==> config.mk <==
export PLATFORM = sky130hd
export DESIGN_NAME = pi_event_arbiter
export DESIGN_NICKNAME = d
export VERILOG_FILES = /design/src/rtl/pi_event_arbiter.sv
export SDC_FILE = /design/constraint.sdc
export NUM_CORES = 1
export LEC_CHECK = 0
export ABC_AREA = 1
export BUFFER_PORTS_ARGS = -buffer_cell sky130_fd_sc_hd__buf_2
export CAP_MARGIN = 40
export CORE_MARGIN = 2
export CORE_UTILIZATION = 29
export DETAILED_ROUTE_END_ITERATION = 8
export PLACE_DENSITY = 0.51
export SYNTH_ARGS = -nofsm -noshare
export SYNTH_HDL_FRONTEND = slang
export SYNTH_SLANG_ARGS = --single-unit
==> constraint.sdc <==
create_clock -name clk -period 3.4 [get_ports clk]
set_input_delay 0 -clock clk [delete_from_list [all_inputs] [get_ports clk]]
set_output_delay 0 -clock clk [all_outputs]
set_load 0.1 [all_outputs]
==> src/rtl/pi_event_arbiter.sv <==
// Event arbiter: latches four single-cycle event pulses, grants them round-robin
// into a timestamped FIFO, and exposes the head entry plus status as an SPI reply word.
module pi_event_arbiter #(
    parameter int unsigned DEPTH   = 4,
    parameter int unsigned STAMP_W = 16
) (
    input  logic        clk,
    input  logic        reset_n,
    input  logic [3:0]  req,
    input  logic [7:0]  activeopcode,
    input  logic        pulse_load,
    input  logic        flush,
    output logic [23:0] reply,
    output logic [3:0]  grant,
    output logic [3:0]  fifo_count,
    output logic        event_valid,
    output logic        overflow
);

    localparam int unsigned PTR_W = (DEPTH > 1) ? $clog2(DEPTH) : 1;
    localparam int unsigned CNT_W = 4;
    localparam int unsigned NREQ  = 4;

    typedef struct packed {
        logic [1:0]         src;
        logic [STAMP_W-1:0] stamp;
    } entry_t;

    entry_t             mem [DEPTH];
    entry_t             head;
    logic [STAMP_W-1:0] stamp_q;
    logic [NREQ-1:0]    pending_q, pending_d;
    logic [NREQ-1:0]    grant_q, win, eff;
    logic [1:0]         rr_q, rr_d, win_idx, idx;
    logic [PTR_W-1:0]   wr_ptr_q, rd_ptr_q;
    logic [CNT_W-1:0]   count_q, count_d;
    logic               overflow_q, overflow_d;
    logic               valid_q;
    logic               op_match, pop, full, can_push, push, drop;

    assign op_match = (activeopcode[7:4] == 4'b0011);
    assign pop      = pulse_load && op_match && (count_q != '0);
    assign full     = (count_q == CNT_W'(DEPTH));
    assign can_push = !flush && (!full || pop);
    assign eff      = flush ? '0 : (pending_q | req);

    // Round-robin pick starting at rr_q; a fresh req competes in the same cycle it arrives.
    always_comb begin
        win     = '0;
        win_idx = rr_q;
        idx     = '0;
        push    = 1'b0;
        for (int k = 0; k < NREQ; k++) begin
            idx = rr_q + 2'(k);
            if (!push && can_push && eff[idx]) begin
                win[idx] = 1'b1;
                win_idx  = idx;
                push     = 1'b1;
            end
        end
    end

    // A req on a flag that is granted this cycle re-arms it; on a flag left waiting it is lost.
    always_comb begin
        pending_d  = pending_q;
        overflow_d = overflow_q;
        count_d    = count_q;
        rr_d       = rr_q;
        drop       = 1'b0;
        if (flush) begin
            pending_d  = '0;
            overflow_d = 1'b0;
            count_d    = '0;
        end else begin
            pending_d = (pending_q & ~win) | (req & (pending_q | ~win));
            drop      = |(req & pending_q & ~win);
            if (drop)
                overflow_d = 1'b1;
            else if (pop && (activeopcode == 8'h3F))
                overflow_d = 1'b0;
            case ({push, pop})
                2'b10:   count_d = count_q + CNT_W'(1);
                2'b01:   count_d = count_q - CNT_W'(1);
                default: count_d = count_q;
            endcase
            if (push)
                rr_d = win_idx + 2'd1;
        end
    end

    always_ff @(posedge clk or negedge reset_n) begin
        if (!reset_n) begin
            stamp_q    <= '0;
            pending_q  <= '0;
            grant_q    <= '0;
            rr_q       <= '0;
            wr_ptr_q   <= '0;
            rd_ptr_q   <= '0;
            count_q    <= '0;
            overflow_q <= 1'b0;
            valid_q    <= 1'b0;
        end else begin
            stamp_q    <= stamp_q + STAMP_W'(1);
            pending_q  <= pending_d;
            grant_q    <= win;
            rr_q       <= rr_d;
            count_q    <= count_d;
            overflow_q <= overflow_d;
            valid_q    <= (count_d != '0);
            if (flush) begin
                wr_ptr_q <= '0;
                rd_ptr_q <= '0;
            end else begin
                if (push)
                    wr_ptr_q <= wr_ptr_q + PTR_W'(1);
                if (pop)
                    rd_ptr_q <= rd_ptr_q + PTR_W'(1);
            end
        end
    end

    // Storage needs no reset: the head is masked whenever the FIFO is empty.
    always_ff @(posedge clk) begin
        if (push)
            mem[wr_ptr_q] <= '{src: win_idx, stamp: stamp_q};
    end

    assign head = valid_q ? mem[rd_ptr_q] : '0;

    assign reply       = op_match ? {valid_q, overflow_q, count_q[2:0], head.src, 1'b0, head.stamp}
                                  : 24'h0;
    assign grant       = grant_q;
    assign fifo_count  = count_q;
    assign event_valid = valid_q;
    assign overflow    = overflow_q;

endmodule

Yosys cells after proc, flatten, opt, wreduce, memory -nomap -nowiden:

Memory sizes are Yosys's and may differ from the RTL's.
Cells that the tools add are included.

* flip-flop bits (word level): 36
* RAM bits: 72
* memories kept: 1

Memories
* mem: words 4, bits a word 18, rd ports 1, clocked after Yosys merged registers in 0, write ports 1, RTL line 29 `entry_t mem [DEPTH];`

* add/sub/neg operators: 9
* magnitude comparators: 8
* equal/unequal tests: 5
* multiplexer cells: 42
* bitwise operators: 12
* reductions and logical operators: 28

Operators by type and width (number)
* $mux 4: 7
* $mux 24: 1
* $or 4x4->4: 6
* $mux 18: 1
* $mux 1: 17
* $add 16x1->16 const B: 1
* $and 4x4->4: 4
* $logic_and 1x1->1: 15
* $mux 2: 7
* $lt 2x3->1 const B: 4
* $add 2x1->2 const B: 4
* $bmux 1 s2: 4
* $demux 1 s2: 4
* $eq 8x6->1 const B: 1
* $ge 2x1->1 const B: 4
* $pmux 4 s2: 1
* $reduce_bool 4->1: 2
* $logic_not 1->1: 5
* $add 2x2->2 const B: 2
* $add 4x1->4 const B: 1
* $eq 4x2->1 const B: 1
* $eq 4x3->1 const B: 1
* $not 4->4: 1
* $reduce_bool 2->1: 2
* 8 further kinds: 8

Longest topological paths before layout:

Gate-level depths: netlist of the first run.

* depth in word-level cells: 24
* gate-level depth with buffers: 22
* gate-level depth less buffers: 21

Least setup slack after synthesis of the first run:

No wires, ideal clock.

* path type: reg-to-reg
* start point: reg count_q[1] (netlist: fifo_count[1])
* end point: reg valid_q (netlist: event_valid)
* arrival: 3292 ps
* setup slack: -13 ps
* stages on the path, launching flop included: 20
* buffers on the path: 0
* cell sequence: dfrtp_1 > inv_1 > nand2_1 > nor2_1 > a21oi_1 > nand3_4 > nor2_8 > nor2_2 > nand2_2 > inv_1 > ha_1 > xor2_1 > ha_1 > a21oi_1 > a21oi_1 > o21ai_0 > o211ai_1 > inv_1 > nor3_1 > nand2_1

* word-level cells in the longest chain between the ends: 22
* elaborated cells between the ends (all ways): 27
* those cells by class: add/sub: 2; eq/ne: 3; mux: 6; reduce/logical: 16

RTL lines
* from (decl): RTL line 36 `logic [CNT_W-1:0] count_q, count_d;`
* from (signal assigned): RTL line 107 `count_q <= count_d;`
* $eq 4x3->1 or $reduce_bool 4->1 (tied branches): RTL line 43, 42
* $logic_not 1->1 or $logic_and 1x1->1 (tied branches): RTL line 44, 42
* $logic_or 1x1->1: RTL line 44 `assign can_push = !flush && (!full || pop);`
* $logic_and 1x1->1: RTL line 44
* $logic_and 1x1->1: RTL line 55 `if (!push && can_push && eff[idx]) begin`
* $mux 1: RTL line 55
* $logic_not 1->1: RTL line 55
* $logic_and 1x1->1 (2 in a row): RTL line 55
* [5 not listed]
* $logic_not 1->1: RTL line 55
* $logic_and 1x1->1 (2 in a row): RTL line 55
* $mux 1: RTL line 55
* $eq 2x1->1 or $eq 2x2->1 (tied branches): RTL line 81 `case ({push, pop})`
* $pmux 4 s2 (*): RTL line 81
* $mux 4 (*): RTL line 70 `if (flush) begin`
* named net count_d[2]: RTL line 36
* $reduce_bool 4->1 (*): RTL line 109 `valid_q <= (count_d != '0);`
* to (signal assigned): RTL line 109
* to (decl): RTL line 38 `logic valid_q;`

The timed path passes the listed nets; every way through them passes the cells marked *.
A chain may end at the register's enable or synchronous reset.

Worst setup path after layout of the first run:

* start point: reg rr_q[0]
* end point: reg valid_q (netlist: event_valid)

* word-level cells in the longest chain between the ends: 20
* elaborated cells between the ends (all ways): 30
* those cells by class: add/sub: 3; eq/ne: 2; mux: 14; reduce/logical: 11

RTL lines
* from (decl): RTL line 34 `logic [1:0] rr_q, rr_d, win_idx, idx;`
* from (signal assigned): RTL line 106 `rr_q <= rr_d;`
* $bmux 1 s2: RTL line 55
* $mux 1 (not written as such): RTL line 55
* $logic_and 1x1->1: RTL line 55
* $mux 1: RTL line 55
* $logic_not 1->1: RTL line 55
* $logic_and 1x1->1 (2 in a row): RTL line 55
* $mux 1: RTL line 55
* $logic_not 1->1: RTL line 55
* [3 not listed]
* $logic_not 1->1: RTL line 55
* $logic_and 1x1->1 (2 in a row): RTL line 55
* $mux 1 (*): RTL line 55
* $eq 2x1->1 or $eq 2x2->1 (tied branches): RTL line 81
* $pmux 4 s2 (*): RTL line 81
* $mux 4 (*): RTL line 70
* named net count_d[2]: RTL line 36
* $reduce_bool 4->1 (*): RTL line 109

The timed path passes the listed nets; every way through them passes the cells marked *. The select of a mux whose other input is x is not followed.

==> results of run 1 <==
-- power by group through the flow --
stage                     clock [uW]  combinational (uW)  sequential, uW
after detailed placement           0                1830            1950
final                           1160                1910            1920
after global routing            1250                2110            1960
after floorplan                    0                1140            2180
after global placement             0                1810            1940
after CTS                       1200                1850            1930
-- through the flow --
| step | hold slack, ns | cells | total power [uW] | worst slack [ns] |
|---|---|---|---|---|
| 2_1_floorplan | -0.296 | 490 | 3310 | 0.0618 |
| 3_3_place_gp | 0.170 | 762 | 3760 | 0.356 |
| 3_5_place_dp | -0.0892 | 763 | 3790 | 0.227 |
| 4_1_cts | 0.0613 | 785 | 4970 | 0.203 |
| 5_1_grt | 0.0917 | 789 | 5320 | -0.0147 |
| 6_report | 0.0671 | 789 | 4990 | 0.269 |
-- cells by family (layout without fill, tap and decap cells) --
family	count (synthesis)	after routing	synth area share
AOI/OAI and AO/OA	80	80	0.0825
xor gates and xnor gates	17	17	0.0296
adders and majority gates	16	16	0.0399
buffers and inverters	58	132	0.0453
DFF	108	108	0.610
other	1	1	0.000747
and+or+nand+nor	210	210	0.192
-- routing by layer --
metal | vias to the layer above | wire length (um)
li1 | 1793 | -
met1 | 1679 | 5050
met2 | 65 | 5590
met3 | 4 | 425
met4 | 0 | 51
met5 | - | 0
-- area by class of cell --
class                           instances  area [sq um]  share of cell area
Sequential cell                       108          3060               0.507
Multi-Input combinational cell        324          1730               0.287
Timing Repair Buffer                   73           455              0.0754
Tap cell                              225           282              0.0466
Clock buffer                            9           225              0.0373
Inverter                               43           168              0.0277
Clock inverter                          7           114              0.0188
-- state kept, by name, indices dropped and copies added (netlist names) --
name,cells
event_valid,1
fifo_count,4
grant,4
mem,72
overflow,1
pending_q,4
rd_ptr_q,2
rr_q,2
stamp_q,16
wr_ptr_q,2
-- critical path: stages, from the launching register on --
cell and delay [ns]:
sky130_fd_sc_hd__dfrtp_1 0.38, sky130_fd_sc_hd__inv_2 0.05, sky130_fd_sc_hd__ha_1 0.35, sky130_fd_sc_hd__inv_1 0.11
sky130_fd_sc_hd__nand3_2 0.08, sky130_fd_sc_hd__nand2_2 0.11, sky130_fd_sc_hd__nand3_4 0.14, sky130_fd_sc_hd__nor2_8 0.17
sky130_fd_sc_hd__nor2_2 0.06, sky130_fd_sc_hd__nand2_2 0.13, sky130_fd_sc_hd__clkinvlp_4 0.16, sky130_fd_sc_hd__ha_2 0.24
sky130_fd_sc_hd__xor2_1 0.21, sky130_fd_sc_hd__ha_1 0.19, sky130_fd_sc_hd__a21oi_1 0.05, sky130_fd_sc_hd__a21oi_1 0.13
sky130_fd_sc_hd__o21ai_0 0.09, sky130_fd_sc_hd__o211ai_1 0.08, sky130_fd_sc_hd__inv_1 0.07, sky130_fd_sc_hd__nor3_1 0.12
sky130_fd_sc_hd__nand2_1 0.07
-- layout by cell type, fill, tap and decap left out, drive strengths merged --
| cell | count |
|---|---|
| nand4 | 5 |
| edfxtp | 72 |
| conb | 1 |
| a21oi | 31 |
| a21boi | 1 |
| clkbuf | 9 |
| nand3 | 40 |
| nor2 | 99 |
| inv | 46 |
| nand3b | 3 |
| dfrtp | 36 |
| clkinv | 1 |
| o211ai | 1 |
| nand2 | 58 |
| nor3 | 5 |
| buf | 67 |
| o21ai | 45 |
| clkinvlp | 1 |
| xor2 | 10 |
| a22o | 1 |
| xnor2 | 7 |
| dlygate4sd3 | 6 |
| a31oi | 1 |
| bufinv | 2 |
| ha | 16 |
-- timing repair --
action,CTS,global route
setup endpoints to repair,0,1
hold buffers,6,0
gates resized for setup,0,2
buffers inserted,0,4
endpoints found under the hold margin,41,0
-- worst paths after layout --
check,to,startpoint,cells past startpoint,slack (ns)
min in group clk,overflow,activeopcode[0],6,0.10
worst min register to register,wr_ptr_q[0],wr_ptr_q[0],1,0.54
worst max register to register,event_valid,rr_q[0],20,0.27
worst min-delay path,fifo_count[0],reset_n,2,0.07
max in group asynchronous,stamp_q[13],reset_n,3,2.88
worst max-delay path,event_valid,rr_q[0],20,0.27
==> summary.md, run 1 <==
| Metric | Value |
|---|---|
| Setup violation total in the final timing report | `0` |
| Status | `completed` |
| Starting utilization of the core area | `0.293` |
| Total of fill cells in the finished design | `1742` |
| Final layout net count | `591` |
| Worst-path clk slew | `0.07 ns` |
| Vert. Die Dim | `136 um` |
| Transition at the pin with the smallest max-transition slack | `0.641 ns` |
| Net switching component of the power | `1960 uW` |
| Area contributors post-synth | `sky130_fd_sc_hd__edfxtp_1 (43%), sky130_fd_sc_hd__dfrtp_1 (18%), sky130_fd_sc_hd__nor2_1 (7.0%)` |
| Number of synthesized flops with an enable pin | `72` |
| Most frequent cells after synthesis | `sky130_fd_sc_hd__nor2_1 (94), sky130_fd_sc_hd__edfxtp_1 (72), sky130_fd_sc_hd__nand2_1 (53)` |
| CP Capture Type | `register` |
| Most frequent cell after synthesis | `sky130_fd_sc_hd__nor2_1` |
| Clock tree from TritonCTS | `yes` |
| Number of global-route vias before repair | `3365` |
| Horizontal die dimension | `136 um` |
| Synth top area share | `0.430` |
| Global route total overflow | `0` |
| HPWL Detailed | `7290 um` |
| Count of port buffers added during placement | `48` |
| Post-route core utilization | `0.353` |
| Area after DPL | `5610 sq um` |
| Crit-path max FO | `8` |
| Global routing usage on met2 | `0.224` |
| Crit Path Category | `register to register` |
| Setup Total Neg Slack | `0 ns` |
| WP data arrival | `3.37 ns` |
| PD cells | `826 nW/um^2` |
| DR iter-0 viols | `156` |
| CTS H-Tree Depth | `3` |
| Die area | `18400 sq um` |
| Insertion delay to the later sink of the worst-skew pair | `0.35 ns` |
| Syn Inst Count | `490` |
| Grt met1 use | `0.157` |
| Diodes inserted | `0` |
| CP startpoint kind | `register` |
| Highest attainable clock frequency | `319 MHz` |
| Switching power share of the total | `0.392` |
| Syn-to-layout area delta | `20.3%` |
| Final hold viol count | `0` |
| Global-route wire length before repair | `17900 um` |
| Clock network fraction of total power | `0.233` |
| Final WL | `11100 um` |
| Dominant register cell in the synthesized netlist | `sky130_fd_sc_hd__edfxtp_1` |
| Fin. max-slew vios | `0` |
| Antenna violations before repair | `0` |
| Internal power | `3030 uW` |
| Clock tree sinks | `108` |
| Flop and latch count out of synthesis | `108` |
| Worst-case clock buffer depth | `2` |
| Count of nets left with antenna violations after detail routing | `0` |
| Design Area, Final | `6040 sq um` |
| Fraction of power consumed by combinational cells | `0.382` |
| Global-route usage over all layers | `0.128` |
| Global routing usage on met3 | `0.0355` |
| Site Rows | `48` |
| Data required time of the critical path | `3.64 ns` |
| Average detailed-routed wire length per instance | `14.1 um` |
| Static Leakage | `0.00262 uW` |
| Post-synthesis instance area | `5020 sq um` |
| Number of placed I/O pins | `50` |
| Pin count of the biggest net entering global routing | `38` |
| Sequential group share of total power | `0.385` |
| Final weighted congestion in routability-driven placement | `0.818` |
| Largest area contributor in the synthesized netlist | `sky130_fd_sc_hd__edfxtp_1` |
| Top Usage Layer GRT | `met2` |
| Type of the tightest min-delay check | `input port to async pin` |
| Overall via count from detail_route | `3541` |
| Number of CTS-inserted buffers | `9` |
| Length of the first detailed-routing pass in iterations | `4` |
| Proportion of layout cells with a drive suffix above 1 | `0.190` |
| Share of the yosys chip area belonging to registers | `0.610` |
| Final min period | `3.13 ns` |
| Max-cap viol count | `0` |
| Area of the core | `17100 sq um` |
| Share of synthesized flip-flops with an asynchronous set or reset | `0.333` |
| Unique masters post-synth | `32` |
| Average footprint of a synthesized cell | `10.2 sq um` |
| Ratio of routed vias to standard cells | `4.49` |
| Master cell of the clock root buffer | `sky130_fd_sc_hd__clkbuf_16` |
| Relative slew slack | `0.572` |
| Share of the cycle needed by the critical path after routing | `0.921` |
| Yosys warning total | `0` |
| # DRC | `0` |
| Number of nets in the synthesized netlist | `522` |
| Max VDD drop | `0.000327 V` |
| Worst setup skew after layout | `0.00625 ns` |
Power figures use the tool's default switching activity.
==> inputs of run 2 (changes only) <==
--- a/config.mk
+++ b/config.mk
@@ -11,6 +11,7 @@
 export CORE_MARGIN = 2
 export CORE_UTILIZATION = 29
 export DETAILED_ROUTE_END_ITERATION = 8
+export MAX_ROUTING_LAYER = met4
 export PLACE_DENSITY = 0.51
 export SYNTH_ARGS = -nofsm -noshare
 export SYNTH_HDL_FRONTEND = slang
==> run 2 against run 1 <==
Effect of this change:
- via count about the same
- largest cell class unchanged
- first-iteration DRC count is 3.2% higher
- clock skew rose by 0.0027 ns
- sequential power about the same
- critical path depth unchanged
- die area stayed put
- power is 4.1% lower
- highest routed layer unchanged
- cell area is 0.72% lower
- final cell count shrank 0.51%
==> summary.md, run 2 (synthesis results as in run 1) <==
| Metric | Value |
|---|---|
| Status | `completed (unchanged)` |
| Commonest non-fill, non-tap cell in the layout | `sky130_fd_sc_hd__nor2_1 (unchanged)` |
| Diodes inserted | `0 (unchanged)` |
| Clock tree sinks | `108 (unchanged)` |
| Total Power Consumption | `4790 uW (was 4990 uW)` |
| Reg-to-reg slack, setup | `0.26 ns (was 0.27 ns)` |
| Insertion delay to the later sink of the worst-skew pair | `0.35 ns (about the same)` |
| Number of CTS-inserted buffers | `9 (unchanged)` |
| PD cells | `798 nW/um^2 (was 826 nW/um^2)` |
| Type of the tightest min-delay check | `input port to async pin (unchanged)` |
| Register containing the most flip-flops in the final layout | `mem (unchanged)` |
| Global-route usage over all layers | `0.131 (was 0.128)` |
| Final weighted congestion in routability-driven placement | `0.836 (was 0.818)` |
| Static Leakage | `0.00259 uW (was 0.00262 uW)` |
| Clock tree from TritonCTS | `yes (unchanged)` |
| Highest attainable clock frequency | `319 MHz (about the same)` |
| Final WL | `10900 um (was 11100 um)` |
| Registers with the highest flip-flop counts | `mem: 72 flops, stamp_q: 16 flops (unchanged)` |
| Max-cap viol count | `0 (unchanged)` |
| Final layout net count | `587 (was 591)` |
| Setup violation total in the final timing report | `0 (unchanged)` |
| Worst setup skew after layout | `0.00892 ns (was 0.00625 ns)` |
| Master cell of the clock root buffer | `sky130_fd_sc_hd__clkbuf_16 (unchanged)` |
| Overall via count from detail_route | `3542 (was 3541)` |
| Worst-path clk slew | `0.07 ns (about the same)` |
| Vert. Die Dim | `136 um (unchanged)` |
| Fin. max-slew vios | `0 (unchanged)` |
| DR iter-0 viols | `161 (was 156)` |
| CTS H-Tree Depth | `3 (unchanged)` |
| Ratio of routed vias to standard cells | `4.51 (was 4.49)` |
| Final hold viol count | `0 (unchanged)` |
| Die area | `18400 sq um (unchanged)` |
| Global route total overflow | `0 (unchanged)` |
| Crit Path Category | `register to register (unchanged)` |
| Worst hold margin | `0.0717 ns (was 0.0671 ns)` |
| Data required time of the critical path | `3.65 ns (was 3.64 ns)` |
| WP data arrival | `3.38 ns (was 3.37 ns)` |
| Worst-case clock buffer depth | `2 (unchanged)` |
| Share of the cycle needed by the critical path after routing | `0.922 (was 0.921)` |
| Global-route wire length before repair | `17700 um (was 17900 um)` |
| Crit-path max FO | `8 (unchanged)` |
| Number of global-route vias before repair | `3355 (was 3365)` |
| CP startpoint kind | `register (unchanged)` |
| Proportion of layout cells with a drive suffix above 1 | `0.184 (was 0.190)` |
| HPWL Detailed | `7230 um (was 7290 um)` |
| CP Capture Type | `register (unchanged)` |
| Site Rows | `48 (unchanged)` |
| Count of port buffers added during placement | `48 (unchanged)` |
| Antenna violations before repair | `0 (unchanged)` |
| # DRC | `0 (unchanged)` |
| Average detailed-routed wire length per instance | `13.9 um (was 14.1 um)` |
| Count of nets left with antenna violations after detail routing | `0 (unchanged)` |
| Total of fill cells in the finished design | `1741 (was 1742)` |
| Multi-input gate area | `1730 sq um (unchanged)` |
| Pin count of the biggest net entering global routing | `38 (unchanged)` |
| Setup Total Neg Slack | `0 ns (unchanged)` |
| Max VDD drop | `0.000360 V (was 0.000327 V)` |
| Syn-to-layout area delta | `19.4% (was 20.3%)` |
| Highest-count cells in the layout ignoring fill and taps | `sky130_fd_sc_hd__nor2_1 (94), sky130_fd_sc_hd__edfxtp_1 (72), sky130_fd_sc_hd__nand2_1 (53) (unchanged)` |
| Number of placed I/O pins | `50 (unchanged)` |
| Max FFs per register | `72 (unchanged)` |
| Unrepaired setup endpoints after global routing | `no` |
| Final min period | `3.14 ns (was 3.13 ns)` |
| Starting utilization of the core area | `0.293 (unchanged)` |
| Horizontal die dimension | `136 um (unchanged)` |
| Sequential Area | `3060 sq um (unchanged)` |
| Length of the first detailed-routing pass in iterations | `4 (unchanged)` |
| Area of the core | `17100 sq um (unchanged)` |
[run 2: cell count changes in the layout (fill, tap and decap cells not counted), sizes merged]
cell	change
clkinv	+2
clkinvlp	+1
buf	-4
bufinv	-2
inv	-1
[run 2: report_power, final]
part           total, uW  switching (uW)  internal [uW]  leakage, uW
logic               1830            1340            489      0.00129
clock network       1030             510            524     0.000146
registers           1920             104           1820      0.00116
total               4790            1960           2830      0.00259
[run 2: layer usage]
metal	GRT usage	part of all wire
met4	0.0434	0.015
met5	-	0
met2	0.216	0.49
met3	0.0288	0.042
met1	0.161	0.45
[run 2: repair_timing]
action                                  in CTS  in global routing
gates resized for setup                      0                  2
endpoints found under the hold margin       41                  0
endpoints found under the setup margin       0                  1
setup buffers                                0                  0
hold buffers                                 6                  0
[run 2: path summary, 6_finish.rpt]
check	to	depth (start not counted)	startpoint
setup / recovery	event_valid	20	rr_q[1]
hold / removal	fifo_count[0]	2	reset_n
setup reg to reg	event_valid	20	rr_q[1]
hold reg to reg	pending_q[0]	2	pending_q[0]
max in group asynchronous	stamp_q[13]	3	reset_n
min in group clk	overflow	6	activeopcode[0]
[run 2: worst max-delay path, cell delays in order (launching register included)]
cell	delay, ns
sky130_fd_sc_hd__dfrtp_1	0.36
sky130_fd_sc_hd__inv_1	0.06
sky130_fd_sc_hd__ha_1	0.34
sky130_fd_sc_hd__inv_1	0.12
sky130_fd_sc_hd__nand3_2	0.08
sky130_fd_sc_hd__nand2_2	0.11
sky130_fd_sc_hd__nand3_4	0.14
sky130_fd_sc_hd__nor2_8	0.17
sky130_fd_sc_hd__nor2_2	0.06
sky130_fd_sc_hd__nand2_2	0.13
sky130_fd_sc_hd__clkinvlp_4	0.19
sky130_fd_sc_hd__ha_2	0.25
sky130_fd_sc_hd__xor2_1	0.21
sky130_fd_sc_hd__ha_1	0.18
sky130_fd_sc_hd__a21oi_1	0.05
sky130_fd_sc_hd__a21oi_1	0.13
sky130_fd_sc_hd__o21ai_0	0.09
sky130_fd_sc_hd__o211ai_1	0.08
sky130_fd_sc_hd__inv_1	0.07
sky130_fd_sc_hd__nor3_1	0.13
sky130_fd_sc_hd__nand2_1	0.07
[run 2: metrics by stage]
stage	worst slack (ns)	instance area (sq um)	util	cells
6_report	0.265	6000	0.350	785
5_1_grt	0.00883	6000	0.350	785
4_1_cts	0.217	5990	0.350	785
3_5_place_dp	0.251	5630	0.329	763
3_3_place_gp	0.340	5580	0.326	761
2_1_floorplan	0.0618	5020	-	490
[run 2: area by class of cell]
cell class,count,share of cell area
flip-flops and latches,108,0.511
well taps,225,0.0469
multi-input cells,324,0.289
clock buffers,9,0.0375
inverters,43,0.0280
clock inverters,7,0.0134
repair buffers,69,0.0743
==> inputs of run 3 (changes only) <==
--- a/config.mk
+++ b/config.mk
@@ -5,7 +5,6 @@
 export SDC_FILE = /design/constraint.sdc
 export NUM_CORES = 1
 export LEC_CHECK = 0
-export ABC_AREA = 1
 export BUFFER_PORTS_ARGS = -buffer_cell sky130_fd_sc_hd__buf_2
 export CAP_MARGIN = 40
 export CORE_MARGIN = 2
==> run 3 against run 2 <==
Effect of this change:
- register-to-register slack worse by 0.08 ns
- wire length is 3.7% higher
- sequential share of layout area is 0.23 points lower
- power is 18% lower
- setup slack worse by 0.082 ns
- clock-buffer cell count stayed put
- via count is 11% lower
==> summary.md, run 3 <==
| Metric | Value |
|---|---|
| Post-synthesis instance area | `5010 sq um (was 5020 sq um)` |
| Unrepaired setup endpoints after global routing | `no (unchanged)` |
| Worst slack, placed | `0.181 ns (was 0.251 ns)` |
| Largest area contributor in the synthesized netlist | `sky130_fd_sc_hd__edfxtp_1 (unchanged)` |
| Worst-path clk slew | `0.08 ns (was 0.07 ns)` |
| Clock tree from TritonCTS | `yes (unchanged)` |
| Area after DPL | `5700 sq um (was 5630 sq um)` |
| Global route total overflow | `0 (unchanged)` |
| Count of port buffers added during placement | `48 (unchanged)` |
| Ratio of routed vias to standard cells | `4.78 (was 4.51)` |
| Yosys warning total | `0 (unchanged)` |
| Share of the yosys chip area belonging to registers | `0.611 (was 0.610)` |
| Starting utilization of the core area | `0.293 (about the same)` |
| Static Leakage | `0.00247 uW (was 0.00259 uW)` |
| Number of global-route vias before repair | `3258 (was 3355)` |
| Area of the core | `17100 sq um (unchanged)` |
| Site Rows | `48 (unchanged)` |
| Highest-count cells in the layout ignoring fill and taps | `sky130_fd_sc_hd__edfxtp_1 (72), sky130_fd_sc_hd__buf_2 (48), sky130_fd_sc_hd__dfrtp_1 (30) (was sky130_fd_sc_hd__nor2_1 (94), sky130_fd_sc_hd__edfxtp_1 (72), sky130_fd_sc_hd__nand2_1 (53))` |
| Die area | `18400 sq um (about the same)` |
| Relative slew slack | `0.476` |
| Worst-case clock buffer depth | `2 (unchanged)` |
| Number of placed I/O pins | `50 (unchanged)` |
| Setup Total Neg Slack | `0 ns (unchanged)` |
| Crit-path max FO | `5 (was 8)` |
| Max FFs per register | `72 (unchanged)` |
| Status | `completed (unchanged)` |
| Number of CTS-inserted buffers | `9 (unchanged)` |
| Average footprint of a synthesized cell | `14.0 sq um (was 10.2 sq um)` |
| Area contributors post-synth | `sky130_fd_sc_hd__edfxtp_1 (43%), sky130_fd_sc_hd__dfrtp_1 (18%), sky130_fd_sc_hd__mux4_2 (8.5%) (was sky130_fd_sc_hd__edfxtp_1 (43%), sky130_fd_sc_hd__dfrtp_1 (18%), sky130_fd_sc_hd__nor2_1 (7.0%))` |
| Number of nets in the synthesized netlist | `390 (was 522)` |
| Max VDD drop | `0.000292 V (was 0.000360 V)` |
| Total setup buffers inserted after CTS | `0 (unchanged)` |
| CP Capture Type | `register (unchanged)` |
| Total of fill cells in the finished design | `1655 (was 1741)` |
| Total Power Consumption | `3940 uW (was 4790 uW)` |
| DR iter-0 viols | `168 (was 161)` |
| CTS H-Tree Depth | `3 (unchanged)` |
| Data required time of the critical path | `3.64 ns (was 3.65 ns)` |
| Flop and latch count out of synthesis | `108 (unchanged)` |
| Setup slack of the critical path after layout | `0.183 ns (was 0.265 ns)` |
| HPWL Detailed | `7760 um (was 7230 um)` |
| WP data arrival | `3.45 ns (was 3.38 ns)` |
| Design Area, Final | `6050 sq um (was 6000 sq um)` |
| Syn-to-layout area delta | `20.7% (was 19.4%)` |
| Crit Path Category | `register to register (unchanged)` |
| Worst hold margin | `0.0146 ns (was 0.0717 ns)` |
| Overall via count from detail_route | `3148 (was 3542)` |
| Worst setup skew after layout | `0.00874 ns (was 0.00892 ns)` |
| Type of the tightest min-delay check | `input port to register (was input port to async pin)` |
| Antenna violations before repair | `0 (unchanged)` |
| Final min period | `3.22 ns (was 3.14 ns)` |
| Most frequent cells after synthesis | `sky130_fd_sc_hd__edfxtp_1 (72), sky130_fd_sc_hd__dfrtp_1 (36), sky130_fd_sc_hd__and3_1 (23) (was sky130_fd_sc_hd__nor2_1 (94), sky130_fd_sc_hd__edfxtp_1 (72), sky130_fd_sc_hd__nand2_1 (53))` |
| Pin count of the biggest net entering global routing | `28 (was 38)` |
| Syn Inst Count | `358 (was 490)` |
| Most frequent cell after synthesis | `sky130_fd_sc_hd__edfxtp_1 (was sky130_fd_sc_hd__nor2_1)` |
| Commonest non-fill, non-tap cell in the layout | `sky130_fd_sc_hd__edfxtp_1 (was sky130_fd_sc_hd__nor2_1)` |
| Proportion of layout cells with a drive suffix above 1 | `0.293 (was 0.184)` |
| Share of synthesized flip-flops with an asynchronous set or reset | `0.333 (unchanged)` |
| Synth top area share | `0.431 (was 0.430)` |
| Final WL | `11300 um (was 10900 um)` |
| # DRC | `0 (unchanged)` |
| Share of the cycle needed by the critical path after routing | `0.946 (was 0.922)` |
| Horizontal die dimension | `135 um (was 136 um)` |
| Insertion delay to the later sink of the worst-skew pair | `0.36 ns (was 0.35 ns)` |
| Final hold viol count | `0 (unchanged)` |
| PD cells | `651 nW/um^2 (was 798 nW/um^2)` |
| Dominant register cell in the synthesized netlist | `sky130_fd_sc_hd__edfxtp_1 (unchanged)` |
| Count of nets left with antenna violations after detail routing | `0 (unchanged)` |
| CP startpoint kind | `register (unchanged)` |
| Registers with the highest flip-flop counts | `mem: 72 flops, stamp_q: 16 flops (unchanged)` |
| Number of synthesized flops with an enable pin | `72 (unchanged)` |
| Average detailed-routed wire length per instance | `17.2 um (was 13.9 um)` |
| Unique masters post-synth | `59 (was 32)` |
| Global-route wire length before repair | `18000 um (was 17700 um)` |
| Vert. Die Dim | `135 um (was 136 um)` |
| Register containing the most flip-flops in the final layout | `mem (unchanged)` |
| Master cell of the clock root buffer | `sky130_fd_sc_hd__clkbuf_16 (unchanged)` |
| Fin. max-slew vios | `0 (unchanged)` |
| Length of the first detailed-routing pass in iterations | `5 (was 4)` |
| Final layout net count | `460 (was 587)` |
| Diodes inserted | `0 (unchanged)` |
| Transition at the pin with the smallest max-transition slack | `0.786 ns` |
| Final weighted congestion in routability-driven placement | `0.858 (was 0.836)` |
| Highest attainable clock frequency | `311 MHz (was 319 MHz)` |
| Clock tree sinks | `108 (unchanged)` |
| Setup violation total in the final timing report | `0 (unchanged)` |
| Max-cap viol count | `0 (unchanged)` |
| Global-route usage over all layers | `0.136 (was 0.131)` |
-- run 3: cell count changes after synthesis, sizes merged, moves of 5 or more --
cell   delta
mux4     +19
nor4      +5
a21oi    -23
o21ai    -36
nand3    -29
and2      +8
and3     +24
nor2     -83
nand2    -39
xnor2     +5
or2       +5
inv      -24
-- run 3: worst paths after layout --
kind | from | to | slack (ns) | cells past startpoint
max | pending_q[3] | event_valid | 0.18 | 13
min | req[3] | pending_q[3] | 0.01 | 4
max reg2reg | pending_q[3] | event_valid | 0.18 | 13
min reg2reg | stamp_q[15] | stamp_q[15] | 0.54 | 1
max in group asynchronous | reset_n | stamp_q[14] | 2.88 | 3
min in group asynchronous | reset_n | grant[0] | 0.06 | 2
-- run 3: critical path, cell delays in order, from the launching register on --
cell and delay, ns:
sky130_fd_sc_hd__dfrtp_1 0.41, sky130_fd_sc_hd__nor2_1 0.10, sky130_fd_sc_hd__mux4_2 0.54, sky130_fd_sc_hd__or2_1 0.30, sky130_fd_sc_hd__a31oi_4 0.15, sky130_fd_sc_hd__inv_2 0.07
sky130_fd_sc_hd__ha_1 0.20, sky130_fd_sc_hd__buf_4 0.16, sky130_fd_sc_hd__a21o_1 0.15, sky130_fd_sc_hd__a22oi_1 0.14, sky130_fd_sc_hd__o221a_2 0.21, sky130_fd_sc_hd__or3_1 0.09
sky130_fd_sc_hd__a21oi_1 0.07, sky130_fd_sc_hd__or4_1 0.50
-- run 3: cell families (layout without fill, tap and decap cells) --
kind of cell	after synthesis	in the layout	share of synthesized area
and+or+nand+nor	112	112	0.125
DFF	108	108	0.611
AOI/OAI and AO/OA	42	42	0.0657
buffers and inverters	36	111	0.0295
muxes	22	22	0.0914
xor gates and xnor gates	21	21	0.0367
adders and majority gates	16	16	0.0399
other	1	1	0.000748
-- run 3: final cells by class --
type | count | area (sq um) | share of cell area
Clock inverter | 7 | 77.6 | 0.0128
Timing Repair Buffer | 76 | 493 | 0.0815
Inverter | 19 | 71.3 | 0.0118
Sequential cell | 108 | 3080 | 0.509
Tap cell | 225 | 282 | 0.0465
Multi-Input combinational cell | 214 | 1830 | 0.302
Clock buffer | 9 | 225 | 0.0372
-- run 3: what timing repair did --
item / CTS / global route
hold buffers: 4 / 0
endpoints found under the hold margin: 39 / 0
gates resized for setup: 0 / 3
setup endpoints to repair: 0 / 1
-- run 3: where the power goes --
group / internal, uW / total, uW / switching (uW)
combinational: 402 / 1170 / 770
sequential: 1600 / 1710 / 112
clock: 523 / 1060 / 532
total: 2520 / 3940 / 1410
-- run 3: stage by stage --
step | util | cells
CTS | 0.353 | 658
finish | 0.354 | 658
detailed placement | 0.333 | 638
floorplan | - | 358
global route | 0.354 | 658
global placement | 0.331 | 636
-- run 3: routing by layer --
| layer | up-vias | GRT usage | wire length (um) |
|---|---|---|---|
| li1 | 1493 | - | - |
| met1 | 1562 | 0.176 | 5370 |
| met2 | 73 | 0.210 | 5260 |
| met3 | 20 | 0.0314 | 463 |
| met4 | 0 | 0.0527 | 229 |
| met5 | - | - | 0 |
